--- config.mk ---
export PLATFORM = sky130hd
export DESIGN_NAME = fifo_word_packer_flat
export DESIGN_NICKNAME = d
export VERILOG_FILES = /design/src/rtl/fifo_word_packer_if.sv /design/src/rtl/fifo_word_packer.sv /design/src/flat_wrapper.sv
export SDC_FILE = /design/constraint.sdc
export NUM_CORES = 1
export LEC_CHECK = 0
export ABC_CLOCK_PERIOD_IN_PS = 3050
export CAP_MARGIN = 20
export CORE_UTILIZATION = 55
export CTS_BUF_LIST = sky130_fd_sc_hd__clkbuf_8
export CTS_CLUSTER_SIZE = 30
export DETAILED_ROUTE_END_ITERATION = 6
export GPL_TIMING_DRIVEN = 0
export HOLD_SLACK_MARGIN = 0.12
export PLACE_DENSITY = 0.82
export SLEW_MARGIN = 30
export SYNTH_ARGS = -nofsm -noshare
export SYNTH_HDL_FRONTEND = slang
export SYNTH_SLANG_ARGS = --single-unit
--- constraint.sdc ---
create_clock -name clk -period 3.05 [get_ports clk]
set_input_delay 0.305 -clock clk [delete_from_list [all_inputs] [get_ports clk]]
set_output_delay 0.305 -clock clk [all_outputs]
set_load 0.03 [all_outputs]
--- src/rtl/fifo_word_packer_if.sv ---
// Byte-FIFO read port, packed-word output stream and flush handshake of the word packer.
// master = the packer, slave = the FIFO/downstream side.
interface fifo_word_packer_if #(
    parameter int WIDTH     = 8,
    parameter int NUM_LANES = 4,
    parameter int CNT_W     = $clog2(NUM_LANES + 1)
);
    logic                       fifo_empty;
    logic [WIDTH-1:0]           fifo_rdata;
    logic                       fifo_rd_en;
    logic                       out_valid;
    logic                       out_ready;
    logic [WIDTH*NUM_LANES-1:0] out_data;
    logic [CNT_W-1:0]           out_lanes;
    logic                       flush;
    logic                       flush_done;

    modport master (
        input  fifo_empty, fifo_rdata, out_ready, flush,
        output fifo_rd_en, out_valid, out_data, out_lanes, flush_done
    );

    modport slave (
        output fifo_empty, fifo_rdata, out_ready, flush,
        input  fifo_rd_en, out_valid, out_data, out_lanes, flush_done
    );
endinterface

--- src/rtl/fifo_word_packer.sv ---
// Pops entries from a synchronous FIFO and packs NUM_LANES of them little-endian into
// one wide word on a valid/ready stream; flush emits a zero-padded partial word.
//
// state   | meaning
// S_RUN   | normal packing; a flush request is handled from here
// S_PULSE | partial word just loaded, flush_done pulses next
// S_WAIT  | flush finished, waiting for the requester to drop flush
module fifo_word_packer #(
    parameter int  WIDTH     = 8,
    parameter int  NUM_LANES = 4,
    localparam int CNT_W     = $clog2(NUM_LANES + 1)
) (
    input  logic               clk,
    input  logic               res,
    fifo_word_packer_if.master bus
);
    localparam int               WORD_W   = WIDTH * NUM_LANES;
    localparam logic [CNT_W-1:0] FULL_CNT = CNT_W'(NUM_LANES);
    localparam logic [CNT_W:0]   FULL_EXT = (CNT_W + 1)'(NUM_LANES);

    typedef enum logic [1:0] {
        S_RUN   = 2'd0,
        S_PULSE = 2'd1,
        S_WAIT  = 2'd2
    } state_t;

    state_t              state_q, state_d;
    logic [CNT_W-1:0]    cnt_q, cnt_d;
    logic                pend_q, pend_d;
    logic [WORD_W-1:0]   acc_q, acc_d;
    logic [WORD_W-1:0]   out_data_q, out_data_d;
    logic [CNT_W-1:0]    out_lanes_q, out_lanes_d;
    logic                out_valid_q, out_valid_d;
    logic                flush_done_q, flush_done_d;

    logic                out_free;
    logic                xfer_full;
    logic                xfer_part;
    logic                xfer;
    logic                room;
    logic                pop;
    logic [CNT_W:0]      fill;
    logic [CNT_W-1:0]    base_cnt;

    // Datapath: pop decision, byte capture and accumulator-to-output transfer.
    always_comb begin
        out_free  = !out_valid_q || bus.out_ready;
        xfer_full = (cnt_q == FULL_CNT) && out_free;
        xfer_part = (state_q == S_RUN) && bus.flush && !pend_q &&
                    (cnt_q != '0) && (cnt_q != FULL_CNT) && out_free;
        xfer      = xfer_full || xfer_part;

        // Entries in flight count against capacity so the accumulator never overruns.
        fill = {1'b0, cnt_q} + {{CNT_W{1'b0}}, pend_q};
        room = (fill < FULL_EXT);
        pop  = !bus.fifo_empty && !bus.flush && (room || xfer);

        // Clearing on transfer keeps unused lanes zero for partial words.
        base_cnt = xfer ? '0 : cnt_q;
        acc_d    = xfer ? '0 : acc_q;
        cnt_d    = base_cnt;
        if (pend_q) begin
            acc_d[int'(base_cnt)*WIDTH +: WIDTH] = bus.fifo_rdata;
            cnt_d = base_cnt + CNT_W'(1);
        end
        pend_d = pop;

        out_data_d  = out_data_q;
        out_lanes_d = out_lanes_q;
        out_valid_d = out_valid_q && !bus.out_ready;
        if (xfer) begin
            out_data_d  = acc_q;
            out_lanes_d = cnt_q;
            out_valid_d = 1'b1;
        end
    end

    // Flush sequencing.
    always_comb begin
        state_d      = state_q;
        flush_done_d = 1'b0;
        case (state_q)
            S_RUN: begin
                if (bus.flush && !pend_q) begin
                    if (cnt_q == '0) begin
                        flush_done_d = 1'b1;
                        state_d      = S_WAIT;
                    end else if (xfer_part) begin
                        state_d = S_PULSE;
                    end
                end
            end
            S_PULSE: begin
                flush_done_d = 1'b1;
                state_d      = S_WAIT;
            end
            S_WAIT: begin
                if (!bus.flush) begin
                    state_d = S_RUN;
                end
            end
            default: begin
                state_d = S_RUN;
            end
        endcase
    end

    always_ff @(posedge clk or negedge res) begin
        if (!res) begin
            state_q      <= S_RUN;
            cnt_q        <= '0;
            pend_q       <= 1'b0;
            acc_q        <= '0;
            out_data_q   <= '0;
            out_lanes_q  <= '0;
            out_valid_q  <= 1'b0;
            flush_done_q <= 1'b0;
        end else begin
            state_q      <= state_d;
            cnt_q        <= cnt_d;
            pend_q       <= pend_d;
            acc_q        <= acc_d;
            out_data_q   <= out_data_d;
            out_lanes_q  <= out_lanes_d;
            out_valid_q  <= out_valid_d;
            flush_done_q <= flush_done_d;
        end
    end

    // Pop is gated by the reset level so the FIFO sees no request while held in reset.
    assign bus.fifo_rd_en = pop && res;
    assign bus.out_valid  = out_valid_q;
    assign bus.out_data   = out_data_q;
    assign bus.out_lanes  = out_lanes_q;
    assign bus.flush_done = flush_done_q;
endmodule
--- src/flat_wrapper.sv ---
// flat-port wrapper written by rule: the top's interface ports become plain ports
module fifo_word_packer_flat 
#(
    parameter int  WIDTH     = 8,
    parameter int  NUM_LANES = 4,
    localparam int CNT_W     = $clog2(NUM_LANES + 1)
)
  (clk, res, bus_fifo_empty, bus_fifo_rdata, bus_out_ready, bus_flush, bus_fifo_rd_en, bus_out_valid, bus_out_data, bus_out_lanes, bus_flush_done);
  fifo_word_packer_if #(.WIDTH(WIDTH), .NUM_LANES(NUM_LANES)) bus_i ();
  input  logic clk;
  input  logic res;
  input wire logic [$bits(bus_i.fifo_empty)-1:0] bus_fifo_empty;
  input wire logic [$bits(bus_i.fifo_rdata)-1:0] bus_fifo_rdata;
  input wire logic [$bits(bus_i.out_ready)-1:0] bus_out_ready;
  input wire logic [$bits(bus_i.flush)-1:0] bus_flush;
  output wire logic [$bits(bus_i.fifo_rd_en)-1:0] bus_fifo_rd_en;
  output wire logic [$bits(bus_i.out_valid)-1:0] bus_out_valid;
  output wire logic [$bits(bus_i.out_data)-1:0] bus_out_data;
  output wire logic [$bits(bus_i.out_lanes)-1:0] bus_out_lanes;
  output wire logic [$bits(bus_i.flush_done)-1:0] bus_flush_done;
  assign bus_i.fifo_empty = bus_fifo_empty;
  assign bus_i.fifo_rdata = bus_fifo_rdata;
  assign bus_i.out_ready = bus_out_ready;
  assign bus_i.flush = bus_flush;
  assign bus_fifo_rd_en = bus_i.fifo_rd_en;
  assign bus_out_valid = bus_i.out_valid;
  assign bus_out_data = bus_i.out_data;
  assign bus_out_lanes = bus_i.out_lanes;
  assign bus_flush_done = bus_i.flush_done;
  fifo_word_packer #(.WIDTH(WIDTH), .NUM_LANES(NUM_LANES)) u_core (.clk(clk), .res(res), .bus(bus_i));
endmodule
==> results.json <==
{
  "synthesis.area_sq_um": 3230,
  "async_reset_ff_share_pct": 100,
  "critical_path_peak_fanout": 10,
  "wire_length_of_the_first_global_routing_pass_um": 10600,
  "port_buffers": 50,
  "critPathBufInv": 2,
  "critical_path.endpoint_type": "flip-flop",
  "maxSlewHeadroom_pct": 68.1,
  "synth.ff_latch_count": 75,
  "design.portCount": 51,
  "critical_path.startpoint_type": "input pin",
  "postLayoutSetupSlackWorst_ns": 0.176,
  "antenna_cells_inserted": 0,
  "cp_slowest_cell": "clkdlybuf4s50_1",
  "r2r_cells": 10,
  "minimum_setup_slack_among_reg_to_reg_paths_ns": 0.26,
  "pre_cts_ws_ns": -0.131,
  "grt_util_all_layers_pct": 23.4,
  "antenna_found_initial": 0,
  "period_minus_slack_ns": 2.87,
  "post_drt_wl_per_cell_um": 17.3,
  "syn_area_per_cell_sq_um": 14.0,
  "cts_buffers": 9,
  "final-setup-viol-count": 0,
  "dieWidth_um": 78.6,
  "drt.antenna.violating_nets": 0,
  "worst_ep_arrival_ns": 3.11,
  "timing.final.crit_share_pct": 94.2,
  "max_stage_delay_ns": 0.41,
  "gp_congestion": 0.811,
  "max_slew_violations": 0,
  "via_per_inst": 5.56,
  "post-place-cells": 353,
  "critPathRequiredTime_ns": 3.28,
  "cts_root_buffer": "clkbuf_8",
  "cts.clk_slew.worst_paths_ns": 0.08,
  "detailedRoute.firstIterationViolations": 114,
  "ys_types": 39,
  "yosys_warnings": 0,
  "cts-root-to-sink-buffers": 2,
  "min-delay-path-class": "input pin to asynchronous set/reset pin",
  "fmaxAchievable_ghz": 0.348,
  "htree_levels": 3,
  "syn-instance-count": 230,
  "cts_tree": "yes",
  "post_cts_resize_count": 0,
  "report.final.hold_viol_count": 0,
  "worst_hold_slack_ns": 0.456,
  "area_growth_pct": 26.2,
  "crit_path_cell_trace": "clkdlybuf4s50_1, nand2b_2, nand3_1, buf_2, nand3_1, ha_1, nor4bb_1, nand2b_1, a22o_2, a22o_1",
  "grt_max_degree": 41,
  "grt_pass1_vias": 2025,
  "vdd.ir_drop.worst_uv": 513,
  "design.die.area_sq_um": 6180,
  "rr_endpoint": "u_core.acc_q[5]",
  "final_common_cell": "dfrtp_1",
  "floorplan.core_area_sq_um": 5570,
  "die-height_um": 78.6,
  "cpLargestDelayFamily": "simple AND/OR/NAND/NOR gates",
  "mostFrequentLayoutCells": "dfrtp_1 (75), clkdlybuf4s50_1 (49), mux2_4 (31), nand2_1 (20), o22ai_1 (16)",
  "rr_startpoint": "u_core.cnt_q[0]",
  "firstDrtPassIters": 4,
  "cts.sinks": 75,
  "fin_cells": 370,
  "crit_type": "input pin to flip-flop",
  "global_route.overflow_total": 0,
  "final.setup_skew_ns": 0.00786,
  "worst_pin_slew_ns": 0.479,
  "fraction_of_the_yosys_area_taken_by_sequential_cells_pct": 58.1,
  "total_half_perimeter_wirelength_after_legalization_and_detailed_placement_um": 4340,
  "cts_setup_buffers": 0,
  "synth_flop_cell": "dfrtp_1",
  "power_density_over_the_cells_nw_per_um2": 1050,
  "clk-insertion-delay-late_ns": 0.35,
  "route.final.wire_length_um": 6390,
  "mappedNetlistNets": 246,
  "vias": 2058,
  "hold_bufs_at_cts": 1,
  "initial_core_util_pct": 57.9,
  "rsz0062_at_grt": "no",
  "run_status": "finished, final reports clean",
  "drc_errors": 0,
  "floorplan.rows": 27,
  "synth_enable_flop_cells": 0,
  "maxCapViolations": 0,
  "power.leakage_nw": 1.98,
  "nets": 309,
  "layout-drive-gt1-share_pct": 23.2,
  "most_frequent_cell_on_the_critical_path": "nand3_1"
}
worst register-to-register path: stages (launching register included):
cell	delay [ns]
dfrtp_1	0.32
buf_2	0.18
nor2_1	0.08
nand3_1	0.20
buf_2	0.27
nand3_1	0.16
ha_1	0.39
nor4bb_1	0.41
nand2b_1	0.10
a22o_2	0.31
a22o_1	0.26
state kept, by name, indices dropped and copies added (netlist names):
name and flops:
u_core.bus.out_data 32, u_core.bus.flush_done 1, u_core.cnt_q 3, u_core.state_q 2, u_core.bus.out_valid 1, u_core.pend_q 1
u_core.bus.out_lanes 3, u_core.acc_q 32
per-stage QoR:
stage	power (W)	instance area [sq um]	util, %	TNS (ns)
floorplan	0.00284	3230	-	0
global placement	0.00336	3820	68.5	-61.66
detailed placement	0.00342	3840	68.8	-0.991
CTS	0.00429	4080	73.1	0
global route	0.00449	4080	73.1	0
finish	0.00427	4080	73.1	0
metal layers:
| layer | track usage (%) | vias to the layer above | share of wire, % |
|---|---|---|---|
| li1 | - | 951 | - |
| met5 | 0 | - | 0 |
| met3 | 3.95 | 13 | 4.1 |
| met1 | 33.5 | 1031 | 48 |
| met2 | 34.3 | 63 | 46 |
| met4 | 11.9 | 0 | 2.2 |
kinds of logic (layout without fill, tap and decap cells):
logic type / count (synthesis) / in the layout / synth area share [%]
adders and majority gates: 3 / 3 / 1.16
buffers and inverters: 23 / 91 / 5.23
and+or+nand+nor: 50 / 50 / 9.30
DFF: 75 / 75 / 58.1
muxes: 44 / 44 / 18.6
AOI/OAI and AO/OA: 34 / 34 / 7.32
xor gates and xnor gates: 1 / 1 / 0.271
final cells by class:
| class | instances | area, sq um |
|---|---|---|
| inverter | 11 | 41.3 |
| multi-input combinational | 132 | 1180 |
| sequential | 75 | 1880 |
| tap | 72 | 90.1 |
| timing repair buffer | 52 | 528 |
| clock buffer | 11 | 151 |
| buffer | 12 | 128 |
| fill | 394 | 1500 |
| clock inverter | 5 | 76.3 |
synthesized netlist by cell type (2+ instances only):
cell / instances / area share, %
dfrtp_1: 75 / 58
a21oi_1: 2 / 0.31
nor2_1: 4 / 0.46
mux2i_1: 9 / 2.8
o21ai_0: 3 / 0.46
clkbuf_1: 2 / 0.23
buf_2: 3 / 0.46
buf_6: 2 / 0.70
a22o_1: 8 / 2.2
mux2_4: 31 / 14
nand3_1: 11 / 1.7
o22ai_1: 16 / 3.1
inv_1: 11 / 1.3
buf_12: 3 / 1.9
ha_1: 3 / 1.2
nand2_1: 20 / 2.3
nand2b_1: 2 / 0.39
mux2_2: 4 / 1.4
where the power goes:
group / leakage, nW / switching [W] / internal (W)
clock network: 0.123 / 0.000360 / 0.000503
registers: 1.03 / 0.000220 / 0.00133
logic: 0.834 / 0.000957 / 0.000904
total: 1.98 / 0.00154 / 0.00274
worst max-delay path by stage:
stage | from | endpoint | slack, ns | cells past startpoint
after floorplan | u_core.bus.out_valid | u_core.acc_q[0] | 0.43 | 9
after global placement | res | bus_fifo_rd_en | -1.47 | 3
after detailed placement | bus_out_ready | u_core.acc_q[5] | -0.13 | 10
after CTS | bus_out_ready | u_core.acc_q[5] | 0.21 | 10
after global routing | bus_out_ready | u_core.acc_q[3] | 0.04 | 10
final | bus_out_ready | u_core.acc_q[5] | 0.18 | 10
No activity file was read; power rests on OpenSTA's default activity.
